### src/rtl/ternary_mul_seq_if.sv
// Operand/result bundle for the sequential balanced-ternary multiplier.
// Each trit uses 2 bits: 00=Z, 01=P, 10=N, 11=invalid.
interface ternary_mul_seq_if #(
  parameter int TRITS = 9
);
  logic                 in_valid;
  logic                 in_ready;
  logic [2*TRITS-1:0]   a;
  logic [2*TRITS-1:0]   b;
  logic                 out_valid;
  logic                 out_ready;
  logic [2*TRITS-1:0]   prod_lo;
  logic [2*TRITS-1:0]   prod_hi;
  logic                 err;
  logic                 busy;

  // Requester side: supplies operands and consumes the product.
  modport master (
    output in_valid, a, b, out_ready,
    input  in_ready, out_valid, prod_lo, prod_hi, err, busy
  );

  // Multiplier side.
  modport slave (
    input  in_valid, a, b, out_ready,
    output in_ready, out_valid, prod_lo, prod_hi, err, busy
  );
endinterface

### src/rtl/ternary_mul_seq.sv
// Multi-cycle balanced-ternary shift-and-add multiplier.
// One multiplier trit is consumed per CALC cycle (LSB first). The partial
// product lives in ACC_HI:ACC_LO and is shifted right one trit per step, so
// after TRITS steps it holds the full 2*TRITS-trit product. A DONE cycle
// copies the accumulator into the output registers, applying any shift that
// an early exit skipped.
module ternary_mul_seq #(
  parameter int TRITS      = 9,
  parameter int EARLY_EXIT = 0
) (
  input logic             clk,
  input logic             rst,
  ternary_mul_seq_if.slave bus
);

  localparam int W  = 2 * TRITS;
  localparam int CW = $clog2(TRITS + 1);

  typedef enum logic [1:0] {
    S_IDLE = 2'd0,
    S_CALC = 2'd1,
    S_DONE = 2'd2
  } state_t;

  state_t          state_q, state_d;
  logic [W-1:0]    a_q;
  logic [W-1:0]    b_q;        // remaining multiplier trits, current trit at [1:0]
  logic [W-1:0]    acc_hi_q;
  logic [W-1:0]    acc_lo_q;
  logic [W-1:0]    prod_hi_q;
  logic [W-1:0]    prod_lo_q;
  logic [CW-1:0]   cnt_q;      // multiplier trits consumed so far
  logic            out_valid_q;
  logic            err_q;

  logic [TRITS-1:0] a_bad;
  logic [TRITS-1:0] b_bad;
  logic             operand_bad;
  logic             accept;
  logic             calc_last;
  logic [W-1:0]     addend;
  logic [W-1:0]     sum;
  logic [1:0]       carry_t;
  logic [2*W-1:0]   final_full;

  // Trit encoding helpers.
  function automatic int tval(input logic [1:0] t);
    case (t)
      2'b01:   return 1;
      2'b10:   return -1;
      default: return 0;
    endcase
  endfunction

  function automatic logic [1:0] tenc(input int v);
    if (v > 0)      return 2'b01;
    else if (v < 0) return 2'b10;
    else            return 2'b00;
  endfunction

  // Per-trit invalid detection on the incoming operands and addend selection
  // from the current multiplier trit (negation swaps the P/N bits).
  genvar gi;
  generate
    for (gi = 0; gi < TRITS; gi++) begin : g_trit
      assign a_bad[gi] = &bus.a[2*gi +: 2];
      assign b_bad[gi] = &bus.b[2*gi +: 2];
      assign addend[2*gi +: 2] =
        (b_q[1:0] == 2'b01) ? a_q[2*gi +: 2] :
        (b_q[1:0] == 2'b10) ? {a_q[2*gi], a_q[2*gi+1]} :
                              2'b00;
    end
  endgenerate

  assign operand_bad = (|a_bad) || (|b_bad);
  assign accept      = (state_q == S_IDLE) && bus.in_valid;

  // Last CALC step: all trits consumed, or (early exit) the rest are Z.
  assign calc_last = (cnt_q == CW'(TRITS - 1)) ||
                     ((EARLY_EXIT != 0) && (b_q[W-1:2] == '0));

  // Exact value left to shift: the partial product is P * 3^(TRITS-cnt),
  // so a right shift by the unconsumed trit count gives the final product.
  assign final_full = {acc_hi_q, acc_lo_q} >> (2 * (TRITS - int'(cnt_q)));

  // Ripple balanced-ternary adder: ACC_HI + addend, carry-in Z.
  always_comb begin
    int c;
    int s;
    c   = 0;
    s   = 0;
    sum = '0;
    for (int i = 0; i < TRITS; i++) begin
      s = tval(acc_hi_q[2*i +: 2]) + tval(addend[2*i +: 2]) + c;
      if (s > 1) begin
        sum[2*i +: 2] = tenc(s - 3);
        c = 1;
      end else if (s < -1) begin
        sum[2*i +: 2] = tenc(s + 3);
        c = -1;
      end else begin
        sum[2*i +: 2] = tenc(s);
        c = 0;
      end
    end
    carry_t = tenc(c);
  end

  // Next-state logic.
  always_comb begin
    state_d = state_q;
    case (state_q)
      S_IDLE: if (bus.in_valid) state_d = operand_bad ? S_DONE : S_CALC;
      S_CALC: if (calc_last) state_d = S_DONE;
      S_DONE: if (out_valid_q && bus.out_ready) state_d = S_IDLE;
      default: state_d = S_IDLE;
    endcase
  end

  // State register.
  always_ff @(posedge clk) begin
    if (rst) state_q <= S_IDLE;
    else     state_q <= state_d;
  end

  // Datapath: operand capture, shift-and-add steps, result publication.
  always_ff @(posedge clk) begin
    if (rst) begin
      a_q         <= '0;
      b_q         <= '0;
      acc_hi_q    <= '0;
      acc_lo_q    <= '0;
      prod_hi_q   <= '0;
      prod_lo_q   <= '0;
      cnt_q       <= '0;
      out_valid_q <= 1'b0;
      err_q       <= 1'b0;
    end else begin
      case (state_q)
        S_IDLE: begin
          if (accept) begin
            a_q      <= bus.a;
            b_q      <= bus.b;
            acc_hi_q <= '0;
            acc_lo_q <= '0;
            cnt_q    <= '0;
            err_q    <= operand_bad;
          end
        end
        S_CALC: begin
          acc_lo_q <= {sum[1:0], acc_lo_q[W-1:2]};
          acc_hi_q <= {carry_t, sum[W-1:2]};
          b_q      <= {2'b00, b_q[W-1:2]};
          cnt_q    <= cnt_q + CW'(1);
        end
        S_DONE: begin
          if (!out_valid_q) begin
            prod_hi_q   <= final_full[2*W-1:W];
            prod_lo_q   <= final_full[W-1:0];
            out_valid_q <= 1'b1;
          end else if (bus.out_ready) begin
            out_valid_q <= 1'b0;
          end
        end
        default: ;
      endcase
    end
  end

  assign bus.in_ready  = (state_q == S_IDLE);
  assign bus.busy      = (state_q != S_IDLE);
  assign bus.out_valid = out_valid_q;
  assign bus.prod_hi   = prod_hi_q;
  assign bus.prod_lo   = prod_lo_q;
  assign bus.err       = err_q;

endmodule

### src/flat_wrapper.sv
// flat-port wrapper written by rule: the top's interface ports become plain ports
module ternary_mul_seq_flat 
#(
  parameter int TRITS      = 9,
  parameter int EARLY_EXIT = 0
)
  (clk, rst, bus_in_valid, bus_a, bus_b, bus_out_ready, bus_in_ready, bus_out_valid, bus_prod_lo, bus_prod_hi, bus_err, bus_busy);
  ternary_mul_seq_if #(.TRITS(TRITS)) bus_i ();
  input logic clk;
  input logic rst;
  input wire logic [$bits(bus_i.in_valid)-1:0] bus_in_valid;
  input wire logic [$bits(bus_i.a)-1:0] bus_a;
  input wire logic [$bits(bus_i.b)-1:0] bus_b;
  input wire logic [$bits(bus_i.out_ready)-1:0] bus_out_ready;
  output wire logic [$bits(bus_i.in_ready)-1:0] bus_in_ready;
  output wire logic [$bits(bus_i.out_valid)-1:0] bus_out_valid;
  output wire logic [$bits(bus_i.prod_lo)-1:0] bus_prod_lo;
  output wire logic [$bits(bus_i.prod_hi)-1:0] bus_prod_hi;
  output wire logic [$bits(bus_i.err)-1:0] bus_err;
  output wire logic [$bits(bus_i.busy)-1:0] bus_busy;
  assign bus_i.in_valid = bus_in_valid;
  assign bus_i.a = bus_a;
  assign bus_i.b = bus_b;
  assign bus_i.out_ready = bus_out_ready;
  assign bus_in_ready = bus_i.in_ready;
  assign bus_out_valid = bus_i.out_valid;
  assign bus_prod_lo = bus_i.prod_lo;
  assign bus_prod_hi = bus_i.prod_hi;
  assign bus_err = bus_i.err;
  assign bus_busy = bus_i.busy;
  ternary_mul_seq #(.TRITS(TRITS), .EARLY_EXIT(EARLY_EXIT)) u_core (.clk(clk), .rst(rst), .bus(bus_i));
endmodule
### config.mk
export PLATFORM = sky130hd
export DESIGN_NAME = ternary_mul_seq_flat
export DESIGN_NICKNAME = d
export VERILOG_FILES = /design/src/rtl/ternary_mul_seq_if.sv /design/src/rtl/ternary_mul_seq.sv /design/src/flat_wrapper.sv
export SDC_FILE = /design/constraint.sdc
export NUM_CORES = 1
export LEC_CHECK = 0
export BUFFER_PORTS_ARGS = -buffer_cell sky130_fd_sc_hd__clkbuf_2
export CAP_MARGIN = 20
export CORE_MARGIN = 1
export CORE_UTILIZATION = 45
export CTS_CLUSTER_DIAMETER = 150
export DETAILED_ROUTE_END_ITERATION = 10
export GPL_TIMING_DRIVEN = 0
export PLACE_DENSITY = 0.7
export SLEW_MARGIN = 25
export SYNTH_ARGS = -nofsm -noshare
export SYNTH_HDL_FRONTEND = slang
export SYNTH_SLANG_ARGS = --single-unit
### constraint.sdc
create_clock -name clk -period 24.6 [get_ports clk]
set_clock_uncertainty 0.05 [all_clocks]
set_input_delay 2.46 -clock clk [delete_from_list [all_inputs] [get_ports clk]]
set_output_delay 2.46 -clock clk [all_outputs]
set_load 0.01 [all_outputs]
==> results of run 1 <==
-- worst max-delay path, delay by kind of cell (launching register included) --
kind | cells | cell delay (ns)
buffers and inverters | 21 | 2.41
AND/OR/NAND/NOR | 16 | 2.37
flip-flops | 1 | 0.34
multiplexers | 1 | 0.14
adder cells (fa/ha/maj) | 38 | 15.06
AO/OA/AOI/OAI | 14 | 2.50
-- kinds of logic (layout without fill, tap and decap cells) --
family,after synthesis,after routing
adder cells (fa/ha/maj),102,102
flip-flops,116,116
AND/OR/NAND/NOR,342,342
XOR/XNOR,1,1
buffers and inverters,157,268
AO/OA/AOI/OAI,313,313
multiplexers,49,49
-- per-layer routing --
layer,up-vias,global-route usage (%),part of all wire [%]
met3,51,6.192,7.2
met1,4121,35.39,45
li1,4061,-,-
met4,0,7.756,2.2
met5,-,0,0
met2,342,41.83,46
-- sequential cells by signal, summed over array words and instances (netlist names) --
name and cells:
u_core.a_q 18, u_core.acc_hi_q 18, u_core.acc_lo_q 18, u_core.b_q 18
u_core.bus.prod_hi 18, u_core.bus.prod_lo 18, u_core.cnt_q 4, u_core.state_q 2
u_core.bus.err 1, u_core.bus.out_valid 1
-- area by class of cell --
class / count / area, µm²
Timing Repair Buffer: 79 / 395.4
Buffer: 65 / 309.0
Tap cell: 265 / 331.6
Fill cell: 1906 / 9188
Multi-Input combinational cell: 807 / 6162
Clock inverter: 12 / 143.9
Clock buffer: 20 / 456.7
Inverter: 92 / 345.3
Sequential cell: 116 / 2322
-- where the power goes --
part	internal (W)	total, W	switching [W]
clock	0.000156	0.000253	0.0000970
sequential	0.000193	0.000197	0.00000376
combinational	0.0000885	0.000227	0.000139
-- worst min-delay path by stage --
stage                           startpoint                      to
floorplan                    u_core.a_q[0]           u_core.a_q[0]
global placement     u_core.bus.prod_hi[6]   u_core.bus.prod_hi[6]
detailed placement   u_core.bus.prod_hi[6]   u_core.bus.prod_hi[6]
CTS                         u_core.a_q[17]          u_core.a_q[17]
global route                u_core.a_q[11]          u_core.a_q[11]
finish              u_core.bus.prod_hi[13]  u_core.bus.prod_hi[13]
-- placed cells by master, fill, tap and decap left out, types with 10 or more instances in the layout --
master	count
a21oi_1	71
inv_1	86
nor2b_1	13
clkbuf_2	83
mux2i_1	31
clkbuf_16	17
nor3_1	18
ha_1	43
a22oi_1	50
a32oi_1	10
nand2_1	130
a22o_1	14
nand3_1	13
fa_1	57
a311oi_1	17
dfxtp_1	116
nand2b_1	22
clkbuf_1	33
o21ai_0	34
a211oi_1	11
nor2_1	104
buf_2	18
a31oi_1	11
mux2_2	10
-- stage by stage --
step | total power [W] | worst slack, ns | instance area (µm²)
5_1_grt | 0.0007175 | 0.01540 | 10470
6_report | 0.0006769 | 1.570 | 10470
4_1_cts | 0.0006696 | 0.05937 | 10420
3_3_place_gp | 0.0004148 | 0.3948 | 9821
3_5_place_dp | 0.0004166 | 0.1428 | 9821
2_1_floorplan | 0.0003718 | 2.243 | 9094
==> results.cfg, run 1 <==
[timing]
worst_pin_slew_ns = 0.8538
holdWs_ns = 0.4245
drv_slew = 0
setup_viol_count_final = 0
slew_headroom_pct = 43.08
tns_ns = 0
fin_crit_sh_pct = 93.62
fmax_mhz = 43.42
hold_viol_final = 0
rsz0062_at_grt = false
period_minus_slack_ns = 23.03

[clock_network]
hold_buffers = 0
cts_tree = built
post_cts_buffers = 0
clock_latency_ns = 0.43
clock-sinks = 116
cts-resized-gates = 0
cts_buffers = 17
path_clk_slew_ns = 0.06
htreeDepth = 4
clockBufferDepth = 2
ctsRootBufferMaster = clkbuf_16

[final_layout]
syn_to_final_growth_pct = 15.09
fin_util_pct = 53.25
n_antenna_cell = 0
drive_gt1_share_pct = 15.45
fin_nets = 1320
post_layout_nonfiller_instances = 1456

[setup_path]
cp-startpoint = u_core.b_q[1]
critical_path_class = reg -> reg
crit_slowest_cell = fa_2
ff2ff_setup_slack_ns = 1.57
r2r_cells = 90
crit_top_cell = fa_1
r2r-end = u_core.acc_hi_q[14]
cp_data_arrival_time_ns = 23.30
r2r-start = u_core.b_q[1]
end_kind = flop
required_ns = 24.87
critPathLaunchType = flop
max_stage_delay_ns = 0.66
critPathMaxFanout = 10
crit_path_end = u_core.acc_hi_q[14]

[logic_synthesis]
ys_ff_latch = 116
async_flop_share_pct = 0
synth_top_area_share_pct = 25.54
syn-cell-area_um2 = 9094
synth_simple_gate_area_share_pct = 17.42
synth_edf_count = 0
syn_inst = 1080
synth_top_flop_cell = dfxtp_1
ys_types = 79
synth-xor-area-share_pct = 0.1789
ys_seq_area_share_pct = 25.54
ys_warn_count = 0
synth_fa_ha_area_share_pct = 18.90
yosys-mux-area-fraction_pct = 6.632
syn_avg_cell_area_um2 = 8.420
yosys-top-cells-count = 130 x nand2_1, 116 x dfxtp_1, 104 x nor2_1, 91 x inv_1, 73 x a21oi_1
syn-num-nets = 1222
synth_compound_area_share_pct = 24.19
yosys.area.top_type = dfxtp_1
synth_most_common_cell = nand2_1
synthTopCellsByArea = dfxtp_1 26%, fa_1 13%, ha_1 5.9%
synth_top_family_by_area = compound AO/OA/AOI/OAI gates

[drt]
wl_per_cell_um = 18.04
route.detailed.drc = 0
drtIter0Drc = 738
firstDrtPassIters = 6
antenna_left = 0
viasPerCell = 5.889
vias = 8575
wl_mm = 26.27

[placement]
place_congestion = 0.9598
dp_hpwl_mm = 20.33
placed_cells = 1424
numPortBuffers = 79

[die]
initial_utilization_pct = 46.27
row_count = 51
die_w_um = 144.2
io_pins = 80
die_area_um2 = 20780
die_y_um = 144.2
coreArea_um2 = 19650

[outcome]
status = completed

[run]
cap_violations = 0

[worst_hold_path]
hp-class = reg -> reg
whs_path_depth = 2

[global_routing]
grt_pass1_wl_mm = 41.81
antenna_found_initial = 0
grt_pass1_vias = 7885
grt_max_degree = 17
grt_usage_pct = 26.30
grt_overflow = 0

[pwr]
leakage_nw = 4.181
peakVddDrop_mv = 0.04492
power_density_nw_per_um2 = 64.68
Note: power is estimated with default switching activity, not from simulation.
==> inputs of run 2 (changes only) <==
Settings changed: ABC_AREA set to 1, CELL_PAD_IN_SITES_DETAIL_PLACEMENT set to 0, CELL_PAD_IN_SITES_GLOBAL_PLACEMENT set to 2, CORE_ASPECT_RATIO set to 1.2, CORE_UTILIZATION 45 to 34, PLACE_DENSITY 0.7 to 0.88.
==> run 2 against run 1 <==
- wire length grew 15%
- highest routed layer unchanged
- utilization shrank 13 points
- worst setup slack gained 0.25 ns
- first-iteration DRC count shrank 23%
- critical path type unchanged
- synthesized area grew 3.0%
- global-route usage shrank 4.4 points
- count of clock-buffer cells in the layout shrank 2
==> results.cfg, run 2 <==
[drt]
firstDrtPassIters = 5
antenna_left = 0
wl_per_cell_um = 16.25
wl_mm = 30.31
drtIter0Drc = 569
route.detailed.drc = 0
vias = 9490
viasPerCell = 5.088

[final_layout]
num-fill-cells = 3026
fin_nets = 1654
multi_input_area_um2 = 5973
final_common_cell = nand2_1
n_antenna_cell = 0
syn_to_final_growth_pct = 15.29
layout_common_cells = 379 x nand2_1, 217 x nand3_1, 196 x inv_1
ff_latch_area_um2 = 2322
drive_gt1_share_pct = 10.56

[worst_hold_path]
hp-class = reg -> reg
min_to = u_core.bus.prod_hi[13]
whs_path_depth = 2
worst_hold_startpoint = u_core.bus.prod_hi[13]

[clock_network]
clock_latency_ns = 0.43
ctsRootBufferMaster = clkbuf_16
post_cts_buffers = 0
path_clk_slew_ns = 0.06
clock-sinks = 116
clockBufferDepth = 2
cts_buffers = 17
htreeDepth = 4
cts_tree = built

[logic_synthesis]
ys_types = 39
synth_edf_count = 0
ys_seq_area_share_pct = 24.79
async_flop_share_pct = 0
synth_top_flop_cell = dfxtp_1
yosys-top-cells-count = 381 x nand2_1, 217 x nand3_1, 202 x inv_1, 116 x dfxtp_1, 96 x a21oi_1
syn_inst = 1414
ys_ff_latch = 116
synth_top_area_share_pct = 24.79
syn-cell-area_um2 = 9368
ys_warn_count = 0
yosys.area.top_type = dfxtp_1
synth_most_common_cell = nand2_1
synthTopCellsByArea = dfxtp_1 25%, nand2_1 15%, fa_1 13%
syn_avg_cell_area_um2 = 6.625
syn-num-nets = 1556

[setup_path]
ff2ff_setup_slack_ns = 1.82
crit_family = adder cells
end_kind = flop
path_buf_inv = 31
max_stage_delay_ns = 0.68
r2r-start = u_core.b_q[0]
critPathLaunchType = flop
required_ns = 24.85
critPathMaxFanout = 10
r2r_cells = 103
crit_slowest_cell = fa_2
cp_data_arrival_time_ns = 23.02
critical_path_class = reg -> reg
r2r-end = u_core.acc_hi_q[15]

[run]
cap_violations = 0

[timing]
fmax_mhz = 43.90
drv_slew = 0
setup_viol_count_final = 0
worst_pin_slew_ns = 0.7713
period_minus_slack_ns = 22.78
hold_viol_final = 0
slew_headroom_pct = 48.58
tns_ns = 0
rsz0062_at_grt = false
fin_crit_sh_pct = 92.59
holdWs_ns = 0.4122

[global_routing]
antenna_found_initial = 0
grt_pass1_vias = 9120
grt_overflow = 0
grt_usage_pct = 21.85
grt_max_degree = 17
grt_pass1_wl_mm = 47.78

[die]
die_w_um = 153.5
row_count = 66
die_y_um = 183.8
die_area_um2 = 28220
coreArea_um2 = 27090
io_pins = 80
initial_utilization_pct = 34.59

[placement]
numPortBuffers = 79
place_congestion = 0.9367
dp_hpwl_mm = 24.02

[outcome]
status = completed
## run 2: layout make-up
cell class	instances	share of cell area, %
multi-input cells	1025	55.31
flip-flops and latches	116	21.50
inverters	204	7.090
clock buffers	18	4.066
well taps	340	3.939
repair buffers	79	3.661
plain buffers	69	3.012
clock inverters	14	1.425
## run 2: kinds of logic (layout without fill, tap and decap cells)
family	Yosys count	after routing	synth area share, %
AND/OR/NAND/NOR	697	697	32.27
XOR/XNOR	1	1	0.09351
AO/OA/AOI/OAI	225	225	12.88
adder cells (fa/ha/maj)	102	102	18.35
flip-flops	116	116	24.79
buffers and inverters	273	384	11.62
## run 2: how the worst max path moves through the flow
stage                             start                  end  slack (ns)  depth (start not counted)
final                     u_core.b_q[0]  u_core.acc_hi_q[15]        1.82                        103
after CTS                 u_core.b_q[0]  u_core.acc_hi_q[15]        0.62                        101
after global placement    u_core.b_q[0]  u_core.acc_hi_q[15]        0.88                        101
after global routing      u_core.b_q[0]  u_core.acc_hi_q[15]       0.003                        103
after detailed placement  u_core.b_q[0]  u_core.acc_hi_q[15]        0.70                        101
after floorplan           u_core.b_q[0]  u_core.acc_hi_q[15]        3.11                        100
## run 2: timing repair
action / 4_1_cts / 5_1_grt
resized for setup: 0 / 20
hold buffers: 0 / 0
setup endpoints to repair: 0 / 4
## run 2: worst reg2reg max path: cells and delay by family, from the launching register on
family / cells / cell delay (ns)
adder cells (fa/ha/maj): 38 / 14.35
buffers and inverters: 31 / 3.42
AND/OR/NAND/NOR: 19 / 2.26
AO/OA/AOI/OAI: 15 / 2.25
flip-flops: 1 / 0.36
## run 2: metal layers
layer / part of all wire (%) / track usage, %
met5: 0 / 0
met4: 2.1 / 6.160
met3: 3.6 / 3.371
met2: 51 / 39.76
met1: 43 / 26.48
## run 2: through the flow
| step | cell area [µm²] | utilization, % | instances | setup slack [ns] |
|---|---|---|---|---|
| detailed placement | 10190 | 37.62 | 1833 | 0.7020 |
| finish | 10800 | 39.87 | 1865 | 1.823 |
| global placement | 10190 | 37.62 | 1833 | 0.8773 |
| CTS | 10780 | 39.81 | 1865 | 0.6247 |
| floorplan | 9368 | - | 1414 | 3.111 |
| global route | 10800 | 39.87 | 1865 | 0.003212 |
Power of run 2 is left out: the tool's default activity adds up to more than one toggle a clock period on the data nets, which glitch-free logic cannot reach.
==> inputs of run 3 (changes only) <==
Settings changed: PLACE_DENSITY 0.88 to not set, PLACE_DENSITY_LB_ADDON set to 0.1.
==> run 3 against run 2 <==
- maximum frequency up 1.1%
- first-iteration DRC count up 14%
- largest cell class unchanged
- critical endpoint unchanged
- highest routed layer unchanged
- via count up 0.23%
- count of clock-buffer cells in the layout down 1
- final cell count unchanged
- design area down 0.43%
- sequential share of layout area up 0.093 points
- global-route usage up 1.1 points
- flip-flop and latch count unchanged
- critical path type unchanged
- critical path depth down 2
- hold slack worse by 0.00056 ns
==> results.cfg, run 3 (synthesis results as in run 2) <==
[outcome]
status = completed

[die]
coreArea_um2 = 27090
die_w_um = 153.5
io_pins = 80
die_y_um = 183.8
die_area_um2 = 28220
initial_utilization_pct = 34.59
row_count = 66

[setup_path]
critPathLaunchType = flop
crit_slowest_cell = fa_2
end_kind = flop
path_buf_inv = 30
r2r-end = u_core.acc_hi_q[15]
crit_path_end = u_core.acc_hi_q[15]
critical_path_class = reg -> reg
crit_family = adder cells
cp_num_cells = 101
max_stage_delay_ns = 0.67
r2r_cells = 101
required_ns = 24.85
cp_data_arrival_time_ns = 22.78
cp-startpoint = u_core.b_q[0]
critPathMaxFanout = 10
ff2ff_setup_slack_ns = 2.07
r2r-start = u_core.b_q[0]

[final_layout]
multi_input_area_um2 = 5974
syn_to_final_growth_pct = 14.80
ff_latch_area_um2 = 2322
drive_gt1_share_pct = 10.56
num-fill-cells = 3005
final_common_cell = nand2_1
fin_nets = 1654
layout_common_cells = 379 x nand2_1, 217 x nand3_1, 196 x inv_1
final_area_um2 = 10750
n_antenna_cell = 0
post_layout_nonfiller_instances = 1865

[global_routing]
antenna_found_initial = 0
grt_pass1_vias = 9280
grt_pass1_wl_mm = 49.47
grt_overflow = 0
grt_usage_pct = 22.92
grt_max_degree = 17

[clock_network]
cts_buffers = 17
clock_latency_ns = 0.43
hold_buffers = 0
path_clk_slew_ns = 0.07
cts_tree = built
clock-sinks = 116
ctsRootBufferMaster = clkbuf_16
post_cts_buffers = 0
htreeDepth = 4
clockBufferDepth = 2

[timing]
slew_headroom_pct = 39.95
fmax_mhz = 44.38
setup_ws_ns = 2.069
tns_ns = 0
setup_viol_count_final = 0
drv_slew = 0
hold_viol_final = 0
fin_crit_sh_pct = 91.59
rsz0062_at_grt = false
period_minus_slack_ns = 22.53
worst_pin_slew_ns = 0.9008

[drt]
wl_per_cell_um = 16.83
viasPerCell = 5.100
wl_mm = 31.39
vias = 9512
firstDrtPassIters = 7
antenna_left = 0
route.detailed.drc = 0
drtIter0Drc = 647

[run]
cap_violations = 0

[placement]
numPortBuffers = 79
dp_hpwl_mm = 25.01
place_congestion = 0.8860
placed_cells = 1833
place_ws_ns = 0.9803
dpl_cell_area_um2 = 10190

[worst_hold_path]
worst_hold_startpoint = u_core.bus.prod_lo[14]
hp-class = reg -> reg
==> run 3: cell count changes in the layout (fill, tap and decap cells not counted), sizes merged <==
| cell | previous run | this run |
|---|---|---|
| bufinv | 2 | 0 |
| clkinv | 7 | 6 |
| buf | 39 | 37 |
| clkbuf | 127 | 128 |
| inv | 206 | 210 |
==> run 3: what timing repair did <==
action | CTS | global route
endpoints found under the setup margin | 0 | 4
gates resized for setup | 0 | 19
endpoints found under the hold margin | 0 | 0
==> run 3: layer usage <==
metal	GRT usage (%)	wire length, µm
met1	27.90	13590
met2	41.93	15940
met3	2.499	1135
met4	7.360	725
met5	0	0
==> run 3: worst min path at each step <==
| stage | endpoint | slack, ns | depth (start not counted) |
|---|---|---|---|
| global placement | u_core.b_q[16] | 0.40 | 2 |
| CTS | u_core.bus.prod_lo[14] | 0.41 | 2 |
| global route | u_core.b_q[17] | 0.43 | 2 |
| finish | u_core.bus.prod_lo[14] | 0.41 | 2 |
| detailed placement | u_core.bus.prod_lo[14] | 0.40 | 2 |
| floorplan | u_core.acc_lo_q[0] | 0.39 | 2 |
==> run 3: area by class of cell <==
type / instances / share of cell area (%)
buffer: 69 / 3.025
clock buffer: 17 / 3.956
clock inverter: 15 / 1.117
inverter: 204 / 7.120
multi-input combinational: 1025 / 55.56
sequential: 116 / 21.59
tap: 340 / 3.956
timing repair buffer: 79 / 3.677
==> run 3: through the flow <==
step | hold WS, ns | util, %
floorplan | 0.3854 | -
global placement | 0.4002 | 37.62
detailed placement | 0.4042 | 37.62
CTS | 0.4148 | 39.63
global route | 0.4265 | 39.70
finish | 0.4117 | 39.70
==> run 3: worst min-delay path, delay by kind of cell (launching register included) <==
kind / cells / cell delay, ns
DFF: 1 / 0.31
and+or+nand+nor: 1 / 0.06
AOI/OAI and AO/OA: 1 / 0.05
Power of run 3 is left out for the same reason.
